--- src/rtl/fighter_pkg.sv ---
// Shared widths, health limits and round-state encoding for the fighter health logic.
package fighter_pkg;

  localparam int unsigned HEALTH_W = 5;
  localparam int unsigned DMG_W    = 4;
  localparam logic [HEALTH_W-1:0] MAX_HEALTH = 5'd31;

  typedef enum logic [1:0] {
    IDLE  = 2'd0,
    FIGHT = 2'd1,
    KO    = 2'd2
  } state_e;

  // Health never wraps: damage at or above the current value floors at zero.
  function automatic logic [HEALTH_W-1:0] sat_sub(input logic [HEALTH_W-1:0] health,
                                                  input logic [DMG_W-1:0]    dmg);
    logic [HEALTH_W-1:0] dmg_ext;
    dmg_ext = {{(HEALTH_W-DMG_W){1'b0}}, dmg};
    return (health > dmg_ext) ? (health - dmg_ext) : {HEALTH_W{1'b0}};
  endfunction

endpackage

--- src/rtl/invuln_timer.sv ---
// Post-hit lockout counter: loaded on an accepted hit, busy until it drains to zero.
module invuln_timer #(
  parameter int unsigned CYCLES = 50_000_000
) (
  input  logic clk,
  input  logic reset_n,
  input  logic i_clear,
  input  logic i_load,
  output logic o_busy
);

  localparam int unsigned CW = (CYCLES > 1) ? $clog2(CYCLES) : 1;

  logic [CW-1:0] r_cnt;

  // Lockout countdown; a round restart cancels any pending lockout.
  always_ff @(posedge clk or negedge reset_n) begin
    if (!reset_n) begin
      r_cnt <= {CW{1'b0}};
    end else if (i_clear) begin
      r_cnt <= {CW{1'b0}};
    end else if (i_load) begin
      r_cnt <= CW'(CYCLES - 1);
    end else if (r_cnt != {CW{1'b0}}) begin
      r_cnt <= r_cnt - CW'(1);
    end else begin
      r_cnt <= r_cnt;
    end
  end

  assign o_busy = (r_cnt != {CW{1'b0}});

endmodule

--- src/rtl/health_tracker.sv ---
// Round state machine and per-player health bookkeeping with saturating damage,
// invulnerability windows and a timed KO display before the round ends.
module health_tracker
  import fighter_pkg::*;
#(
  parameter int unsigned INVULN_CYCLES  = 50_000_000,
  parameter int unsigned KO_HOLD_CYCLES = 300_000_000
) (
  input  logic                clk,
  input  logic                reset_n,
  input  logic                round_start,
  input  logic                hit_l,
  input  logic [DMG_W-1:0]    dmg_l,
  input  logic                hit_r,
  input  logic [DMG_W-1:0]    dmg_r,
  output logic [HEALTH_W-1:0] curr_health_l,
  output logic [HEALTH_W-1:0] curr_health_r,
  output logic                fight_active,
  output logic                ko_l,
  output logic                ko_r,
  output logic                round_over
);

  localparam int unsigned KW = (KO_HOLD_CYCLES > 1) ? $clog2(KO_HOLD_CYCLES) : 1;

  state_e              r_state;
  state_e              w_state_nxt;
  logic [KW-1:0]       r_ko_cnt;
  logic [KW-1:0]       w_ko_cnt_nxt;
  logic [HEALTH_W-1:0] w_health_l_nxt;
  logic [HEALTH_W-1:0] w_health_r_nxt;
  logic                w_busy_l;
  logic                w_busy_r;
  logic                w_restart;
  logic                w_acc_l;
  logic                w_acc_r;
  logic                w_ko_done;
  logic                w_fight_nxt;
  logic                w_ko_l_nxt;
  logic                w_ko_r_nxt;
  logic                w_round_over_nxt;

  // A restart takes priority over any hit presented in the same cycle.
  assign w_restart = round_start && ((r_state == IDLE) || (r_state == FIGHT));
  assign w_acc_l   = (r_state == FIGHT) && !round_start && hit_l &&
                     (dmg_l != {DMG_W{1'b0}}) && !w_busy_l;
  assign w_acc_r   = (r_state == FIGHT) && !round_start && hit_r &&
                     (dmg_r != {DMG_W{1'b0}}) && !w_busy_r;
  assign w_ko_done = (r_state == KO) && (r_ko_cnt == KW'(KO_HOLD_CYCLES - 1));

  invuln_timer #(.CYCLES(INVULN_CYCLES)) u_invuln_l (
    .clk     (clk),
    .reset_n (reset_n),
    .i_clear (w_restart),
    .i_load  (w_acc_l),
    .o_busy  (w_busy_l)
  );

  invuln_timer #(.CYCLES(INVULN_CYCLES)) u_invuln_r (
    .clk     (clk),
    .reset_n (reset_n),
    .i_clear (w_restart),
    .i_load  (w_acc_r),
    .o_busy  (w_busy_r)
  );

  // State, health, KO counter and output registers.
  always_ff @(posedge clk or negedge reset_n) begin
    if (!reset_n) begin
      r_state       <= IDLE;
      r_ko_cnt      <= {KW{1'b0}};
      curr_health_l <= MAX_HEALTH;
      curr_health_r <= MAX_HEALTH;
      fight_active  <= 1'b0;
      ko_l          <= 1'b0;
      ko_r          <= 1'b0;
      round_over    <= 1'b0;
    end else begin
      r_state       <= w_state_nxt;
      r_ko_cnt      <= w_ko_cnt_nxt;
      curr_health_l <= w_health_l_nxt;
      curr_health_r <= w_health_r_nxt;
      fight_active  <= w_fight_nxt;
      ko_l          <= w_ko_l_nxt;
      ko_r          <= w_ko_r_nxt;
      round_over    <= w_round_over_nxt;
    end
  end

  // Next state, next health and KO hold counter.
  always_comb begin
    w_state_nxt    = r_state;
    w_ko_cnt_nxt   = {KW{1'b0}};
    w_health_l_nxt = curr_health_l;
    w_health_r_nxt = curr_health_r;
    case (r_state)
      IDLE: begin
        if (round_start) begin
          w_state_nxt    = FIGHT;
          w_health_l_nxt = MAX_HEALTH;
          w_health_r_nxt = MAX_HEALTH;
        end else begin
          w_state_nxt = IDLE;
        end
      end
      FIGHT: begin
        if (round_start) begin
          w_state_nxt    = FIGHT;
          w_health_l_nxt = MAX_HEALTH;
          w_health_r_nxt = MAX_HEALTH;
        end else begin
          if (w_acc_l) begin
            w_health_l_nxt = sat_sub(curr_health_l, dmg_l);
          end else begin
            w_health_l_nxt = curr_health_l;
          end
          if (w_acc_r) begin
            w_health_r_nxt = sat_sub(curr_health_r, dmg_r);
          end else begin
            w_health_r_nxt = curr_health_r;
          end
          if ((curr_health_l == {HEALTH_W{1'b0}}) || (curr_health_r == {HEALTH_W{1'b0}})) begin
            w_state_nxt = KO;
          end else begin
            w_state_nxt = FIGHT;
          end
        end
      end
      KO: begin
        if (w_ko_done) begin
          w_state_nxt = IDLE;
        end else begin
          w_state_nxt  = KO;
          w_ko_cnt_nxt = r_ko_cnt + KW'(1);
        end
      end
      default: begin
        w_state_nxt = IDLE;
      end
    endcase
  end

  // Flags are derived from next-state values so the registered copies track the state.
  always_comb begin
    w_fight_nxt      = (w_state_nxt == FIGHT);
    w_ko_l_nxt       = (w_state_nxt == KO) && (w_health_l_nxt == {HEALTH_W{1'b0}});
    w_ko_r_nxt       = (w_state_nxt == KO) && (w_health_r_nxt == {HEALTH_W{1'b0}});
    w_round_over_nxt = w_ko_done;
  end

endmodule

--- config.mk ---
export PLATFORM = sky130hd
export DESIGN_NAME = health_tracker
export DESIGN_NICKNAME = d
export VERILOG_FILES = /design/src/rtl/fighter_pkg.sv /design/src/rtl/invuln_timer.sv /design/src/rtl/health_tracker.sv
export SDC_FILE = /design/constraint.sdc
export NUM_CORES = 1
export LEC_CHECK = 0
export ABC_AREA = 1
export CAP_MARGIN = 20
export CORE_UTILIZATION = 45
export CTS_CLUSTER_DIAMETER = 60
export DETAILED_ROUTE_END_ITERATION = 16
export PLACE_DENSITY = 0.66
export SYNTH_ARGS = -nofsm -noshare
export SYNTH_HDL_FRONTEND = slang
export SYNTH_SLANG_ARGS = --single-unit
--- constraint.sdc ---
create_clock -name clk -period 3.11 [get_ports clk]
set_clock_uncertainty 0.05 [all_clocks]
set_input_delay 0.311 -clock clk [delete_from_list [all_inputs] [get_ports clk]]
set_output_delay 0.311 -clock clk [all_outputs]
set_load 0.01 [all_outputs]
After elaboration in Yosys (flattened, before gate mapping)
Index checks and enable logic that the tools add are counted.
Widths: inputs -> output; s select.
{"block": "op_classes", "reduce_logical": 27, "n_eq_ne": 5, "addsub": 5, "n_lt_le_gt_ge": 2, "mux": 23}
{"operator": "$mux 26", "n": 6}
{"operator": "$mux 29", "n": 2}
{"operator": "$reduce_bool 26->1", "n": 2}
{"operator": "$sub 26x1->26 const B", "n": 2}
{"operator": "$mux 5", "n": 8}
{"operator": "$add 29x1->29 const B", "n": 1}
{"operator": "$eq 29x29->1 const B", "n": 1}
{"operator": "$logic_not 5->1", "n": 4}
{"operator": "$pmux 5 s2", "n": 2}
{"operator": "$logic_and 1x1->1", "n": 11}
{"operator": "$gt 5x4->1", "n": 2}
{"operator": "$sub 5x4->5", "n": 2}
{"operator": "$reduce_bool 4->1", "n": 2}
{"operator": "$mux 2", "n": 3}
{"operator": "$pmux 2 s3", "n": 1}
{"operator": "$reduce_bool 3->1", "n": 2}
{"operator": "$eq 2x1->1 const B", "n": 2}
{"operator": "$eq 2x2->1 const B", "n": 2}
{"operator": "$logic_not 1->1", "n": 3}
{"operator": "$logic_not 2->1", "n": 1}
{"operator": "$logic_or 1x1->1", "n": 2}
{"operator": "$mux 1", "n": 1}
{"block": "word_totals", "elab_cells": 72, "output_inout_bits": 14, "ff_bits": 97}

Depth between registers and ports, before layout
{"block": "logic_depth", "word_depth": 10, "mapped_depth": 15}

Modules after synthesis
Synthesis repeated with hierarchy kept, for this count alone.
{"block": "unflattened", "cells_unflattened": 961, "area_unflattened_um2": 6510.0}
{"module": "invuln_timer", "area_per_inst_um2": 1736.7, "seq_area_each_um2": 650.6, "cells_per_inst": 258, "instances": 2}
{"module": "health_tracker", "area_per_inst_um2": 3036.7, "seq_area_each_um2": 1138.6, "cells_per_inst": 445, "instances": 1}

Worst setup path before layout
No wires, ideal clock.
{"block": "synth_path", "kind": "register to register", "start": "reg curr_health_r[0]", "end": "reg ko_r", "arrival_ns": 1.730, "required_time_ns": 2.945, "setup_slack_ns": 1.214, "stages_incl_launch_ff": 16, "path_cell_list": "dfstp_2 inv_1 ha_1 inv_1 fa_1 nand2_1 a21oi_1 nor2_1 nand2_1 nand2_1 nor2_1 nand2_1 nand3_1 nand2_1 nand2_1 nor2_1"}
{"block": "synth_between", "elab_chain_cells": 7}
{"element": "start, declared", "line": "health_tracker.sv:17", "text": "output logic [HEALTH_W-1:0] curr_health_r,"}
{"element": "start signal, assigned", "line": "health_tracker.sv:82", "text": "curr_health_r <= w_health_r_nxt;"}
{"element": "$sub 5x4->5, or another cell as far along", "line": "fighter_pkg.sv:19", "text": "return (health > dmg_ext) ? (health - dmg_ext) : {HEALTH_W{1'b0}};"}
{"element": "$mux 5 or $logic_or 1x1->1 (tied branches)", "line": "fighter_pkg.sv:19, health_tracker.sv:122"}
{"element": "$mux 5 or $mux 2 (tied branches)", "line": "health_tracker.sv:117, health_tracker.sv:122"}
{"element": "$mux 5 or $mux 2 (tied branches)", "line": "health_tracker.sv:107", "text": "if (round_start) begin"}
{"element": "$pmux 5 s2 or $pmux 2 s3 (tied branches)", "line": "health_tracker.sv:96", "text": "case (r_state)"}
{"element": "$logic_not 5->1 or $eq 2x2->1 (tied branches)", "line": "health_tracker.sv:147", "text": "w_ko_r_nxt = (w_state_nxt == KO) && (w_health_r_nxt == {HEALTH_W{1'b0}});"}
{"element": "$logic_and 1x1->1 (*)", "line": "health_tracker.sv:147"}
{"element": "net w_ko_r_nxt", "line": "health_tracker.sv:40", "text": "logic w_ko_r_nxt;"}
{"element": "end signal, assigned", "line": "health_tracker.sv:85", "text": "ko_r <= w_ko_r_nxt;"}
{"element": "end, declared", "line": "health_tracker.sv:20", "text": "output logic ko_r,"}
Mark *: on every way through the listed nets, which the timed path passes. The rest lies on a longest branch.
A chain may end at the register's enable or synchronous reset.

Final worst setup path
{"block": "layout_path", "start": "reg r_ko_cnt[0]", "end": "reg r_ko_cnt[18]"}
{"block": "layout_between", "elab_chain_cells": 4}
{"element": "start, declared", "line": "health_tracker.sv:28", "text": "logic [KW-1:0] r_ko_cnt;"}
{"element": "start signal, assigned", "line": "health_tracker.sv:71", "text": "r_ko_cnt <= {KW{1'b0}};"}
{"element": "start signal, assigned", "line": "health_tracker.sv:80", "text": "r_ko_cnt <= w_ko_cnt_nxt;"}
{"element": "branches (longest 2 deep; another with $add 29x1->29)"}
{"element": "$mux 29 (*)", "line": "health_tracker.sv:130", "text": "if (w_ko_done) begin"}
{"element": "$mux 29 (*)", "line": "health_tracker.sv:96"}
{"element": "net w_ko_cnt_nxt[18]", "line": "health_tracker.sv:29", "text": "logic [KW-1:0] w_ko_cnt_nxt;"}
Mark *: on every way through the listed nets, which the timed path passes.

==> results.sh <==
export IMPL_status="finished clean"
export IMPL_rows=41
export IMPL_synth_fp_nets=851
export IMPL_ys_warn_count=0
export IMPL_worst_ep_arrival_time_ns=2.34
export IMPL_whs_ns=0.431
export IMPL_path_max_fanout=4
export IMPL_coreArea_sq_mm=0.0129
export IMPL_synth_area_per_cell_sq_um=7.34
export IMPL_wl_met1_mm=6.99
export IMPL_synth_edf_count=0
export IMPL_cp_required_ns=3.29
export IMPL_hp_start="r_ko_cnt[0]"
export IMPL_r2r_start="r_ko_cnt[0]"
export IMPL_setup_viol=0
export IMPL_grt_setup_unrepaired="false"
export IMPL_cts_root_buf="clkbuf_16"
export IMPL_die_w_microns=118
export IMPL_synth_most_common_cell="nand2_1"
export IMPL_ant_nets=0
export IMPL_cts_tree="yes"
export IMPL_rr_worst_depth=10
export IMPL_power_density_mw_per_mm2=819
export IMPL_initial_utilization=0.469
export IMPL_grt_max_degree=47
export IMPL_holdPathStages=1
export IMPL_synth_common_cells="nand2_1, nor2_1, inv_1"
export IMPL_async_flop_share=1.00
export IMPL_leakage_nw=3.17
export IMPL_final_hold_viol_count=0
export IMPL_synthToLayoutAreaGrowth_pct=12.4
export IMPL_max_freq_ghz=0.464
export IMPL_holdCritPathClass="flop to flop"
export IMPL_cp_start_kind="flop"
export IMPL_r2r_setup_slack_ns=0.96
export IMPL_finalPower_mw=5.57
export IMPL_cap_violations=0
export IMPL_synth_cell_types=43
export IMPL_yosys_area_top_type="dfrtp_1"
export IMPL_grt_overflow=0
export IMPL_cp_end_kind="flop"
export IMPL_dpl_hpwl_mm=11.3
export IMPL_fillers=1285
export IMPL_met2WireLength_mm=6.75
export IMPL_grt_pass1_vias=4973
export IMPL_synth_seq_cells=97
export IMPL_cts_path_max_buffers=2
export IMPL_fin_tns_setup_ns=0
export IMPL_synthFlopType="dfrtp_1"
export IMPL_synthTopCellsByArea="dfrtp_1, nand2_1, nor2_1, inv_1, dfstp_2"
export IMPL_dieArea_sq_mm=0.0139
export IMPL_critPathKind="flop to flop"
export IMPL_fin_crit_ns=2.15
export IMPL_clkLatencyLatePin_ns=0.36
export IMPL_path_clk_slew_ns=0.06
export IMPL_vias_per_cell=5.15
export IMPL_drv_slew=0
export IMPL_gr_usage_all_layers=0.222
export IMPL_whs_endpoint="r_ko_cnt[0]"
export IMPL_drtIter0Drc=459
export IMPL_cts_buffers=9
export IMPL_cts_sinks=97
export IMPL_syn_area_sq_mm=0.00604
export IMPL_route_detailed_drc=0
export IMPL_drive_gt1_frac=0.0866
export IMPL_met3_length_microns=686
export IMPL_dr_pass1_iters=5
export IMPL_io_pins=27
export IMPL_top_layer_used="met4"
export IMPL_worst_slew_pin_slew_ns=0.596
export IMPL_relSlewSlack=0.603
export IMPL_ys_seq_area_frac=0.404
export IMPL_num_vias=5341
export IMPL_synth_top_cell_area_share=0.360
export IMPL_final_nets=889
export IMPL_h_tree_depth=3
export IMPL_ir_worst_vdd_mv=0.473
export IMPL_gp_congestion=0.929
export IMPL_fin_crit_sh=0.693
export IMPL_die_h_microns=118
export IMPL_portBuffers=26
export IMPL_wirelength_mm=14.7
export IMPL_diodes=0
export IMPL_wl_per_cell_microns=14.2
export IMPL_grt_pass1_wl_mm=24.3
export IMPL_syn_inst=823
export IMPL_antenna_found_initial=0
export IMPL_rr_endpoint="r_ko_cnt[18]"
## worst max-delay path by stage
stage                     startpoint            to  slack, ns
finish                   r_ko_cnt[0]  r_ko_cnt[18]       0.96
global route             r_ko_cnt[0]  r_ko_cnt[18]       0.79
CTS                      r_ko_cnt[0]  r_ko_cnt[18]       0.96
detailed placement          dmg_r[0]          ko_r       0.74
global placement            dmg_r[0]          ko_r       0.76
floorplan           curr_health_r[0]          ko_r       1.21
## where the power goes
group | switching, mW | leakage, nW | total [mW] | internal, mW
combinational | 1.73 | 1.76 | 2.73 | 0.993
clock | 0.483 | 0.128 | 1.02 | 0.537
sequential | 0.268 | 1.29 | 1.82 | 1.55
total | 2.48 | 3.17 | 5.57 | 3.08
## final cells by class
cell class | instances | area, sq um | share of cell area
multi-input cells | 608 | 3150 | 0.463
flip-flops and latches | 97 | 2440 | 0.359
inverters | 113 | 424 | 0.0624
repair buffers | 32 | 305 | 0.0449
clock buffers | 10 | 229 | 0.0337
well taps | 172 | 215 | 0.0317
clock inverters | 6 | 35.0 | 0.00516
## worst max-delay path: stages (launching register included)
cell and delay (ns):
dfrtp_1 0.38, ha_1 0.20, nand2_1 0.08, nor2_1 0.26, nand2_1 0.11, nor2_1 0.24, inv_1 0.09, nor2_1 0.20
nand3_1 0.17, o21ai_2 0.17, a21oi_1 0.08
## cell families after synthesis
| kind of cell | Yosys count | share of synthesized area |
|---|---|---|
| simple gates | 472 | 0.355 |
| compound gates | 84 | 0.0785 |
| buf+inv | 118 | 0.0760 |
| flops | 97 | 0.404 |
| fa+ha+maj | 15 | 0.0335 |
| xor+xnor | 37 | 0.0536 |
## layer usage
layer | global-route usage | up-vias
met1 | 0.299 | 2453
li1 | - | 2741
met2 | 0.353 | 129
met5 | 0 | -
met4 | 0.0921 | 0
met3 | 0.0354 | 18
## metrics by stage
stage / cell area, sq um / instances / utilization / setup slack (ns)
after floorplan: 6040 / 823 / - / 1.21
after global placement: 6520 / 1021 / 0.506 / 0.764
after detailed placement: 6520 / 1021 / 0.506 / 0.745
after CTS: 6790 / 1038 / 0.528 / 0.958
after global routing: 6790 / 1038 / 0.528 / 0.792
final: 6790 / 1038 / 0.528 / 0.956
## flip-flops by register name (all words and copies together) (netlist names)
register / cells
r_state: 2
ko_r: 1
fight_active: 1
r_ko_cnt: 29
u_invuln_r.r_cnt: 26
round_over: 1
curr_health_l: 5
u_invuln_l.r_cnt: 26
curr_health_r: 5
ko_l: 1
## placed cells by master, fill, tap and decap left out, drive strengths merged, types with 11 or more instances in the layout
cell type      netlist  routed
inv                112     112
o21ai               31      31
nand2              171     171
nor3                40      40
nor2               164     164
nor4                11      11
a21oi               32      32
xnor2               19      19
xor2                18      18
clkdlybuf4s50        0      25
dfrtp               87      87
nand3               53      53
a31oi               12      12
nand4               23      23
ha                  13      13
## timing repair
item	in CTS	in global routing
setup buffers	0	0
hold buffers	1	0
resized for setup	0	0
endpoints found under the hold margin	40	0
Power figures use the tool's default switching activity.
